$ cat config.mk
export PLATFORM = sky130hd
export DESIGN_NAME = sysid_rr_arbiter
export DESIGN_NICKNAME = d
export VERILOG_FILES = /design/src/rtl/sysid_arb_pkg.sv /design/src/rtl/rr_pick.sv /design/src/rtl/sysid_rr_arbiter.sv
export SDC_FILE = /design/constraint.sdc
export NUM_CORES = 1
export LEC_CHECK = 0
export ABC_AREA = 1
export CAP_MARGIN = 20
export CORE_MARGIN = 2
export CORE_UTILIZATION = 45
export CTS_CLUSTER_DIAMETER = 100
export DETAILED_ROUTE_END_ITERATION = 12
export MAX_ROUTING_LAYER = met4
export PLACE_DENSITY = 0.91
export SKIP_CTS_REPAIR_TIMING = 1
export SLEW_MARGIN = 20
export SYNTH_ARGS = -nofsm -noshare
export SYNTH_HDL_FRONTEND = slang
export SYNTH_HIERARCHICAL = 1
export SYNTH_SLANG_ARGS = --single-unit
$ cat constraint.sdc
create_clock -name clock_i -period 3.65 [get_ports clock_i]
set_input_delay 0.73 -clock clock_i [delete_from_list [all_inputs] [get_ports clock_i]]
set_output_delay 0.73 -clock clock_i [all_outputs]
set_load 0.02 [all_outputs]
$ cat src/rtl/sysid_arb_pkg.sv
// Shared definitions for the sysid round-robin arbiter and its helpers.
//   state_e          : arbiter FSM states
//   NUM_MASTERS_DEF  : default master count
//   DATA_W_DEF       : default readdata width
//   SYSID_ID/TS      : contents of the sysid slave (word 0 / word 1)
//   idx_w()          : width of an index into an n-entry vector
package sysid_arb_pkg;

  typedef enum logic [1:0] {
    IDLE = 2'd0,
    READ = 2'd1,
    RESP = 2'd2
  } state_e;

  localparam int NUM_MASTERS_DEF = 4;
  localparam int DATA_W_DEF      = 32;

  localparam logic [31:0] SYSID_ID = 32'h0000001E;
  localparam logic [31:0] SYSID_TS = 32'h666B285F;

  function automatic int idx_w(input int n);
    return (n <= 2) ? 1 : $clog2(n);
  endfunction

endpackage

$ cat src/rtl/rr_pick.sv
// Combinational round-robin picker.
//   req_i        : request vector
//   last_grant_i : index granted most recently
//   any_o        : at least one request present
//   winner_o     : first requester found searching upward from last_grant_i+1
module rr_pick
  import sysid_arb_pkg::*;
#(
  parameter int N  = NUM_MASTERS_DEF,
  parameter int IW = idx_w(N)
) (
  input  logic [N-1:0]  req_i,
  input  logic [IW-1:0] last_grant_i,
  output logic          any_o,
  output logic [IW-1:0] winner_o
);

  int   idx;
  logic found;

  always_comb begin
    idx      = 0;
    found    = 1'b0;
    winner_o = '0;
    // Offsets 1..N visit every index once, ending on last_grant itself,
    // so the previous winner only wins again when it is alone.
    for (int off = 1; off <= N; off++) begin
      idx = int'(last_grant_i) + off;
      if (idx >= N) idx = idx - N;
      if (!found && req_i[idx[IW-1:0]]) begin
        found    = 1'b1;
        winner_o = idx[IW-1:0];
      end
    end
    any_o = |req_i;
  end

endmodule

$ cat src/rtl/sysid_rr_arbiter.sv
// Round-robin arbiter sharing one combinational sysid slave among several
// Avalon read masters. Each request takes IDLE -> READ -> RESP (3 cycles).
//   clock_i           : system clock
//   reset_i           : asynchronous active-high reset
//   m_read_i          : per-master read request, held until accepted
//   m_address_i       : per-master word select (bit i = master i)
//   m_waitrequest_o   : per-master stall, low only in the completing cycle
//   m_readdatavalid_o : per-master one-cycle response strobe
//   m_readdata_o      : shared response bus
//   s_address_o       : word select to the sysid slave
//   s_readdata_i      : combinational sysid slave data
module sysid_rr_arbiter
  import sysid_arb_pkg::*;
#(
  parameter int NUM_MASTERS = NUM_MASTERS_DEF,
  parameter int DATA_W      = DATA_W_DEF
) (
  input  logic                   clock_i,
  input  logic                   reset_i,
  input  logic [NUM_MASTERS-1:0] m_read_i,
  input  logic [NUM_MASTERS-1:0] m_address_i,
  output logic [NUM_MASTERS-1:0] m_waitrequest_o,
  output logic [NUM_MASTERS-1:0] m_readdatavalid_o,
  output logic [DATA_W-1:0]      m_readdata_o,
  output logic                   s_address_o,
  input  logic [DATA_W-1:0]      s_readdata_i
);

  localparam int IW = idx_w(NUM_MASTERS);
  localparam logic [IW-1:0] LAST_RST = IW'(NUM_MASTERS - 1);

  state_e              state_q, state_d;
  logic [IW-1:0]       grant_q, grant_d;
  logic [IW-1:0]       last_q, last_d;
  logic                addr_q, addr_d;
  logic [DATA_W-1:0]   rdata_q, rdata_d;
  logic                pick_any;
  logic [IW-1:0]       pick_idx;
  logic [NUM_MASTERS-1:0] resp_mask;

  rr_pick #(.N(NUM_MASTERS), .IW(IW)) u_pick (
    .req_i        (m_read_i),
    .last_grant_i (last_q),
    .any_o        (pick_any),
    .winner_o     (pick_idx)
  );

  always_ff @(posedge clock_i or posedge reset_i) begin
    if (reset_i) begin
      state_q <= IDLE;
      grant_q <= '0;
      last_q  <= LAST_RST;
      addr_q  <= 1'b0;
      rdata_q <= '0;
    end else begin
      state_q <= state_d;
      grant_q <= grant_d;
      last_q  <= last_d;
      addr_q  <= addr_d;
      rdata_q <= rdata_d;
    end
  end

  // Requests are only looked at in IDLE; READ/RESP run to completion
  // regardless of what the granted master does with m_read.
  always_comb begin
    state_d = state_q;
    grant_d = grant_q;
    last_d  = last_q;
    addr_d  = addr_q;
    rdata_d = rdata_q;
    case (state_q)
      IDLE: begin
        if (pick_any) begin
          grant_d = pick_idx;
          addr_d  = m_address_i[pick_idx];
          state_d = READ;
        end
      end
      READ: begin
        rdata_d = s_readdata_i;
        state_d = RESP;
      end
      RESP: begin
        last_d  = grant_q;
        state_d = IDLE;
      end
      default: state_d = IDLE;
    endcase
  end

  always_comb begin
    resp_mask = '0;
    if (state_q == RESP) resp_mask[grant_q] = 1'b1;
    m_readdatavalid_o = resp_mask;
    m_waitrequest_o   = m_read_i & ~resp_mask;
    m_readdata_o      = rdata_q;
    s_address_o       = addr_q;
  end

endmodule

==> impl_metrics.csv, run 1 <==
group,metric,value,unit
outcome,status,"finished, final reports clean",
clock_tree,cts_max_level,2,
critical_path,worstSetupEndpointType,"output port",
power,p_int,1400,uW
hold_path,holdPathStages,2,
hold_path,holdCritPathClass,"reg2reg",
logic_synthesis,synth_warnings,6,
hold_path,min_to,"m_readdata_o[26]$_DFFE_PP0N_",
logic_synthesis,ys_top_cells_by_area,"dfrtp_1 (48%), nand2_1 (23%), nand2_2 (6.2%)",
floorplan,fp-row-count,23,
cells_and_area,final_util,69.3,%
critical_path,r2r_setup_slack,1.82,ns
timing,fin_skew,0.00511,ns
timing,fmax,365,MHz
clock_tree,numCtsBuffers,5,
cells_and_area,n_antenna_cell,0,
power,leakage,0.00141,uW
logic_synthesis,ys_ff_latch,39,
floorplan,pin_count,83,
global_route,grt_pass1_wl,7790,um
logic_synthesis,yosysUniqueCellTypes,22,
global_route,track_usage,21.0,%
global_route,grt_max_degree,40,
timing,drv_slew,0,
timing,tns,0,ns
clock_tree,clockRootBuffer,"clkbuf_8",
clock_tree,clock_path_buffers,2,
placement,place_hpwl,3490,um
drt,drtPass1Iterations,4,
drt,drt_iter0_drc,79,
clock_tree,cts_sinks,39,
timing,hold_viol,0,
power,power.density,917,mW/mm2
power,clkPwrFrac,10.4,%
critical_path,worst-path-max-fanout,4,
timing,slew_headroom,57.8,%
placement,place_ws,0.906,ns
job,cap_violations,0,
power,seqPwrFrac,31.5,%
placement,io_buffers,82,
drt,vias,1733,
logic_synthesis,synth_top_cell_by_area,"dfrtp_1",
drt,wl_per_cell,12.9,um
floorplan,initial_core_util,47.2,%
logic_synthesis,syn_inst,236,
power,worst_ir_drop_vdd,0.625,mV
critical_path,cp_cell_sequence,"clkdlybuf4s50_1 -> inv_1 -> nor2_1 -> clkdlybuf4s50_1",
critical_path,crit_type,"in2out",
timing,min_period,2.74,ns
drt,viasPerCell,4.71,
clock_tree,clkTransAtPathRegs,0.07,ns
drt,met2_length,2380,um
floorplan,die_y,69.2,um
global_route,grt_remaining_overflow,0,
timing,timing.final.crit_share,75.1,%
critical_path,cp_data_arrival_time,2.01,ns
logic_synthesis,syn_area,0.00192,mm2
critical_path,start_kind,"input port",
clock_tree,cts_tree,"done",
hold_path,holdCritStartpoint,"m_readdata_o[26]$_DFFE_PP0N_",
cells_and_area,drive_gt1_share,13.5,%
critical_path,cpPeakStageDelay,0.61,ns
floorplan,die_w,69.2,um
timing,layout_setup_ws,0.907,ns
drt,top_layer_used,"met4",
floorplan,core,0.00406,mm2
placement,place_inst,362,
drt,route.detailed.drc,0,
critical_path,cp_common_cell,"clkdlybuf4s50_1",
critical_path,r2r-end,"s_address_o$_DFFE_PP0P_",
critical_path,required,2.92,ns
logic_synthesis,synth_top_area_share,48.3,%
cells_and_area,syn_to_final_growth,46.9,%
critical_path,critical_path.slowest_cell,"clkdlybuf4s50_1",
logic_synthesis,syn_nets,278,
timing,rsz0062_at_grt,"false",
critical_path,r2r_start,"last_q[0]$_DFFE_PP1P_",
global_route,grt_pass1_vias,1674,
logic_synthesis,syn_area_per_cell,8.12,um2
power,power.net_switching,1180,uW
floorplan,die-area,0.00479,mm2
global_route,antenna_found_initial,0,
timing,setup_violations,0,
power,swShare,45.7,%
cells_and_area,stdcell_count,368,
logic_synthesis,yosysSeqAreaShare,51.1,%
clock_tree,clk_latency,0.29,ns
critical_path,rr_worst_depth,13,
placement,routabilityCongestion,0.812,
drt,wl_met1,1940,um
drt,met3_length,365,um
drt,drt_wl_total,4750,um
timing,worst_pin_slew,0.631,ns
cells_and_area,nNetsFinal,361,
drt,antenna_left,0,
power,p_comb_share,58.2,%
## cell families (layout without fill, tap and decap cells)
group	Yosys count	in the layout	synth area share, %
compound gates	4	4	1.11
flops	39	39	51.1
buf+inv	25	107	7.51
simple gates	168	168	40.3
## critical path: cells and delay by family
kind | cells | cell delay [ns]
AND/OR/NAND/NOR | 1 | 0.10
buffers and inverters | 3 | 1.18
## through the flow
stage | cell area [um2] | hold slack [ns] | total power [uW]
6_report | 2810 | 0.481 | 2580
3_3_place_gp | 2740 | 0.461 | 2270
4_1_cts | 2810 | 0.484 | 2610
2_1_floorplan | 1920 | 0.473 | 1780
5_1_grt | 2810 | 0.503 | 2770
3_5_place_dp | 2740 | 0.464 | 2320
## cells in the final DEF (no fill, tap or decap), types with 2 or more instances in the layout
cell type        Yosys  final
nand2_2             19     19
nand2_1            117    117
nand3_1              8      8
nor3_2               2      2
nor2_1              11     11
nand4_1              2      2
clkbuf_8             0      5
dfstp_2              2      2
clkdlybuf4s50_1      0     82
inv_1               13     13
nand2_4              5      5
dfrtp_1             37     37
inv_2                3      3
o21ai_0              3      3
## how the worst max path moves through the flow
stage,from,to,slack [ns],cells past startpoint
after floorplan,state_q[0]$_DFFE_PP0P_,m_waitrequest_o[3],1.80,4
final,m_read_i[3],m_waitrequest_o[3],0.91,4
after detailed placement,m_read_i[2],m_waitrequest_o[2],0.91,4
after global placement,m_read_i[3],m_waitrequest_o[3],0.91,4
after global routing,m_read_i[0],m_waitrequest_o[0],0.83,4
after CTS,m_read_i[0],m_waitrequest_o[0],0.90,4
## power groups by stage
stage	combinational [uW]	sequential, uW	clock (uW)
after detailed placement	1510	810	0
after global placement	1470	804	0
final	1500	812	268
after floorplan	784	1000	0
after global routing	1640	837	298
after CTS	1520	811	277
## registers in the layout (all words and copies together), names as in the netlist
name / count
s_address_o: 1
m_readdata_o: 32
grant_q: 2
last_q: 2
state_q: 2
## synthesized netlist by cell type, drive strengths merged
master  instances
buf             7
dfstp           2
o21ai           3
nand3           9
inv            18
a31oi           1
nand4           2
nor2           13
dfrtp          37
nand2         141
nand3b          1
nor3            2
## final cells by class
| type | count | area (um2) |
|---|---|---|
| Inverter | 18 | 75.1 |
| Timing Repair Buffer | 83 | 828 |
| Clock inverter | 1 | 7.51 |
| Clock buffer | 5 | 68.8 |
| Tap cell | 50 | 62.6 |
| Fill cell | 291 | 1240 |
| Multi-Input combinational cell | 172 | 793 |
| Sequential cell | 39 | 978 |
## per-layer routing
| metal | global-route usage, % | up-vias |
|---|---|---|
| met5 | - | - |
| met4 | 7.84 | 0 |
| met3 | 6.98 | 6 |
| met2 | 33.0 | 62 |
| met1 | 25.1 | 793 |
| li1 | - | 872 |
Power figures use the tool's default switching activity.
==> run 2, diff against run 1 <==
CORE_UTILIZATION = 42   (was 45)
PLACE_DENSITY = 0.86   (was 0.91)
clock period = 2.55 ns   (was 3.65 ns; I/O delays follow)
==> run 2 against run 1 <==
  * Sequential power rose by 42%
  * Global-route usage fell by 2.1 points
  * Wire length fell by 4.8%
  * Critical path type unchanged
  * Largest cell class unchanged
  * Highest routed layer unchanged
==> impl_metrics.csv, run 2 (synthesis gave the netlist of run 1 again) <==
group,metric,value,unit
timing,worst_pin_slew,0.471,ns
placement,place_hpwl,3300,um
global_route,grt_max_degree,40,
floorplan,die_y,71.5,um
drt,top_layer_used,"met4",
cells_and_area,final_cell_mix,"nand2_1 (117), clkdlybuf4s50_1 (82), dfrtp_1 (37), nand2_2 (19), inv_1 (13)",
timing,setup_violations,0,
global_route,grt_pass1_wl,7390,um
drt,met3_length,393,um
floorplan,core,0.00438,mm2
timing,fmax,434,MHz
critical_path,crit_type,"in2out",
timing,timing.final.crit_share,90.4,%
floorplan,die_w,71.5,um
placement,routabilityCongestion,0.914,
clock_tree,numCtsBuffers,5,
job,cap_violations,0,
clock_tree,cts_sinks,39,
cells_and_area,drive_gt1_share,14.3,%
clock_tree,cts_max_level,2,
placement,place_ws,0.235,ns
drt,wl_met1,1900,um
drt,route.detailed.drc,0,
cells_and_area,n_antenna_cell,0,
placement,place_inst,365,
critical_path,cp_data_arrival_time,1.80,ns
timing,fin_skew,0.00635,ns
placement,io_buffers,82,
drt,antenna_left,0,
global_route,grt_remaining_overflow,0,
cells_and_area,stdcell_count,373,
floorplan,initial_core_util,43.7,%
drt,drtPass1Iterations,4,
timing,tns,0,ns
floorplan,pin_count,83,
global_route,antenna_found_initial,0,
drt,wl_per_cell,12.1,um
timing,layout_setup_ws,0.244,ns
critical_path,crit_family,"buffers and inverters",
timing,rsz0062_at_grt,"false",
clock_tree,clkTransAtPathRegs,0.08,ns
cells_and_area,fin_area,0.00288,mm2
hold_path,holdCritPathClass,"reg2reg",
clock_tree,clock_path_buffers,2,
cells_and_area,largest_reg_flops,32,
timing,slew_headroom,68.6,%
critical_path,worst-path-max-fanout,4,
timing,hold_viol,0,
clock_tree,clk_latency,0.29,ns
cells_and_area,layout_commonest_cell,"nand2_1",
power,leakage,0.00145,uW
global_route,track_usage,18.8,%
critical_path,worstSetupEndpointType,"output port",
drt,viasPerCell,4.72,
timing,drv_slew,0,
critical_path,critical_path.slowest_cell,"clkdlybuf4s50_1",
critical_path,start_kind,"input port",
critical_path,cpPeakStageDelay,0.60,ns
drt,met2_length,2150,um
drt,vias,1761,
power,worst_ir_drop_vdd,0.731,mV
clock_tree,cts_tree,"done",
critical_path,cp_cell_sequence,"clkdlybuf4s50_1 -> inv_1 -> nor2_1 -> clkdlybuf4s50_1",
critical_path,required,2.04,ns
floorplan,die-area,0.00512,mm2
power,power.density,1360,mW/mm2
placement,placed_area,0.00275,mm2
global_route,grt_pass1_vias,1703,
floorplan,fp-row-count,24,
outcome,status,"finished, final reports clean",
clock_tree,clockRootBuffer,"clkbuf_8",
drt,drt_wl_total,4520,um
critical_path,crit_buf_inv,3,
critical_path,cp_common_cell,"clkdlybuf4s50_1",
cells_and_area,syn_to_final_growth,50.6,%
cells_and_area,nNetsFinal,362,
drt,drt_iter0_drc,99,
timing,min_period,2.31,ns
run 2: changes by cell type in the layout (fill, tap and decap cells not counted), sizes merged:
cell and delta:
bufinv +2, buf +1
run 2: worst reg2reg max path, stage by stage, from the launching register on:
cell     delay, ns
dfstp_2       0.66
inv_6         0.08
nand2_2       0.06
nand2_2       0.06
nand2_2       0.08
nand2_4       0.07
nor2_8        0.13
nand4_1       0.10
nand2_1       0.13
inv_1         0.08
nand2_1       0.06
nand2_1       0.05
nand3_1       0.08
nand3_1       0.09
run 2: final timing paths:
kind / startpoint / endpoint / slack (ns) / depth (start not counted)
worst max-delay path: m_read_i[2] / m_waitrequest_o[2] / 0.24 / 4
worst min-delay path: m_readdata_o[24]$_DFFE_PP0N_ / m_readdata_o[24]$_DFFE_PP0N_ / 0.48 / 2
worst max register to register: last_q[0]$_DFFE_PP1P_ / s_address_o$_DFFE_PP0P_ / 0.70 / 13
worst min register to register: m_readdata_o[24]$_DFFE_PP0N_ / m_readdata_o[24]$_DFFE_PP0N_ / 0.48 / 2
max in group asynchronous: reset_i / last_q[0]$_DFFE_PP1P_ / 1.56 / 3
min in group asynchronous: reset_i / m_readdata_o[26]$_DFFE_PP0N_ / 0.64 / 3
run 2: per-stage QoR:
step / utilization, % / total power [uW] / hold WS, ns
final: 65.8 / 3920 / 0.482
after global routing: 65.8 / 4210 / 0.501
after CTS: 65.8 / 3960 / 0.488
after detailed placement: 62.7 / 3330 / 0.466
after global placement: 62.7 / 3270 / 0.462
after floorplan: - / 2550 / 0.473
run 2: final cells by class:
| class | count | area [um2] |
|---|---|---|
| Fill cell | 365 | 1500 |
| Tap cell | 52 | 65.1 |
| Clock inverter | 3 | 67.6 |
| Multi-Input combinational cell | 172 | 793 |
| Sequential cell | 39 | 978 |
| Timing Repair Buffer | 84 | 836 |
| Inverter | 18 | 75.1 |
| Clock buffer | 5 | 68.8 |
run 2: power by group:
part / switching (uW) / leakage (uW) / total [uW] / internal, uW
registers: 214 / 0.000475 / 1150 / 941
clock network: 217 / 0.0000644 / 607 / 390
logic: 1270 / 0.000907 / 2160 / 894
run 2: routing by layer:
layer,global-route usage (%),vias to the layer above
met5,-,-
met4,6.29,0
met3,6.47,11
met2,30.6,62
met1,21.9,813
li1,-,875
==> run 3, diff against run 2 <==
--- a/config.mk
+++ b/config.mk
@@ -14,4 +14,5 @@
 export MAX_ROUTING_LAYER = met4
 export PLACE_DENSITY = 0.86
+export REMOVE_ABC_BUFFERS = 1
 export SKIP_CTS_REPAIR_TIMING = 1
 export SLEW_MARGIN = 20
==> constraint.sdc (replaced) <==
create_clock -name clock_i -period 2.55 [get_ports clock_i]
set_input_delay 0.51 -clock clock_i [delete_from_list [all_inputs] [get_ports clock_i]]
set_output_delay 0.51 -clock clock_i [all_outputs]
set_load 0.005 [all_outputs]
==> run 3 against run 2 <==
  * Wire length shrank 2.0%
  * Register-to-register slack gained 0.04 ns
  * Highest routed layer unchanged
  * Flip-flop and latch count is the same
  * Sequential share of layout area grew 0.31 points
==> impl_metrics.csv, run 3 (synthesis gave the netlist of run 1 again) <==
group,metric,value,unit
timing,fin_skew,0.00318,ns
clock_tree,clkTransAtPathRegs,0.07,ns
clock_tree,cts_max_level,2,
hold_path,holdPathStages,2,
floorplan,die-area,0.00512,mm2
floorplan,pin_count,83,
cells_and_area,largest_reg_flops,32,
hold_path,min_to,"m_readdata_o[28]$_DFFE_PP0N_",
critical_path,crit_family,"buffers and inverters",
cells_and_area,nNetsFinal,361,
timing,hold_viol,0,
critical_path,r2r_setup_slack,0.74,ns
timing,whs,0.480,ns
clock_tree,clockRootBuffer,"clkbuf_8",
global_route,track_usage,20.1,%
global_route,antenna_found_initial,0,
critical_path,rr_worst_depth,13,
placement,routabilityCongestion,0.758,
clock_tree,numCtsBuffers,5,
global_route,grt_max_degree,40,
drt,drt_wl_total,4430,um
drt,wl_per_cell,11.9,um
floorplan,die_y,71.5,um
placement,placed_area,0.00274,mm2
critical_path,crit_type,"in2out",
drt,vias,1718,
clock_tree,cts_tree,"done",
critical_path,worstSetupEndpointType,"output port",
cells_and_area,fin_area,0.00286,mm2
drt,viasPerCell,4.62,
timing,drv_slew,0,
clock_tree,cts_sinks,39,
placement,place_hpwl,3240,um
cells_and_area,final_cell_mix,"nand2_1 (117), clkdlybuf4s50_1 (82), dfrtp_1 (37), nand2_2 (19), inv_1 (13)",
hold_path,holdCritPathClass,"reg2reg",
critical_path,worst-path-max-fanout,4,
timing,setup_violations,0,
critical_path,cp_data_arrival_time,1.70,ns
critical_path,required,2.04,ns
floorplan,die_w,71.5,um
cells_and_area,syn_to_final_growth,49.2,%
critical_path,cpPeakStageDelay,0.53,ns
cells_and_area,layout_commonest_cell,"nand2_1",
placement,io_buffers,82,
critical_path,crit_start,"m_read_i[2]",
cells_and_area,n_antenna_cell,0,
hold_path,holdCritStartpoint,"m_readdata_o[28]$_DFFE_PP0N_",
floorplan,core,0.00438,mm2
floorplan,fp-row-count,24,
clock_tree,clk_latency,0.29,ns
power,power.density,1220,mW/mm2
global_route,grt_remaining_overflow,0,
timing,rsz0062_at_grt,"false",
drt,antenna_left,0,
timing,worst_pin_slew,0.637,ns
critical_path,cp_common_cell,"clkdlybuf4s50_1",
job,cap_violations,0,
critical_path,cp.depth,4,
critical_path,cp_cell_sequence,"clkdlybuf4s50_1 -> inv_1 -> nor2_1 -> clkdlybuf4s50_1",
cells_and_area,drive_gt1_share,14.1,%
timing,timing.final.crit_share,86.5,%
outcome,status,"finished, final reports clean",
power,leakage,0.00144,uW
critical_path,r2r-end,"s_address_o$_DFFE_PP0P_",
drt,route.detailed.drc,0,
critical_path,crit_buf_inv,3,
global_route,grt_pass1_vias,1828,
timing,slew_headroom,57.4,%
cells_and_area,fillers,357,
timing,tns,0,ns
global_route,grt_pass1_wl,7800,um
floorplan,initial_core_util,43.7,%
drt,drtPass1Iterations,4,
drt,drt_iter0_drc,74,
critical_path,start_kind,"input port",
timing,min_period,2.21,ns
clock_tree,clock_path_buffers,2,
timing,fmax,453,MHz
critical_path,r2r_start,"last_q[0]$_DFFE_PP1P_",
critical_path,critical_path.slowest_cell,"clkdlybuf4s50_1",
power,worst_ir_drop_vdd,0.654,mV
run 3: cell types whose count changed in the layout (fill, tap and decap cells not counted):
cell        previous run  this run
bufinv_16              2         1
buf_4                  2         1
clkinv_2               0         1
clkbuf_8               5         6
clkinvlp_4             1         0
run 3: metal layers:
layer  wire length [um]  global-route usage, %  vias up
met5                  0                      -        -
met4                 57                   8.18        0
met3                496                   7.31        6
met2               2060                   31.7       70
met1               1810                   23.3      769
li1                   -                      -      873
run 3: worst max-delay path by stage:
| stage | end | slack (ns) |
|---|---|---|
| final | m_waitrequest_o[2] | 0.34 |
| after global routing | m_waitrequest_o[2] | 0.27 |
| after CTS | m_waitrequest_o[3] | 0.34 |
| after detailed placement | m_waitrequest_o[3] | 0.35 |
| after global placement | m_waitrequest_o[2] | 0.36 |
| after floorplan | s_address_o$_DFFE_PP0P_ | 0.94 |
run 3: layout make-up:
cell class | instances | area, um2 | area share (%)
timing repair buffer | 83 | 828 | 29.0
inverter | 18 | 75.1 | 2.63
tap | 52 | 65.1 | 2.28
clock buffer | 6 | 82.6 | 2.89
clock inverter | 2 | 35.0 | 1.23
multi-input combinational | 172 | 793 | 27.8
sequential | 39 | 978 | 34.2
run 3: worst min-delay path: cells and delay by family (launching register included):
kind             cells  cell delay [ns]
flip-flops           1             0.35
AND/OR/NAND/NOR      2             0.10
run 3: metrics by stage:
stage	total power (uW)	std cells	setup slack (ns)	utilization (%)
floorplan	2130	229	0.939	-
global placement	2930	364	0.365	62.5
detailed placement	2980	364	0.346	62.5
CTS	3530	372	0.338	65.2
global route	3800	372	0.273	65.2
finish	3490	372	0.345	65.2
run 3: report_power, final:
part | internal [uW] | leakage (uW) | switching (uW) | total [uW]
clock network | 316 | 0.0000612 | 211 | 527
registers | 941 | 0.000475 | 213 | 1150
logic | 879 | 0.000903 | 927 | 1810
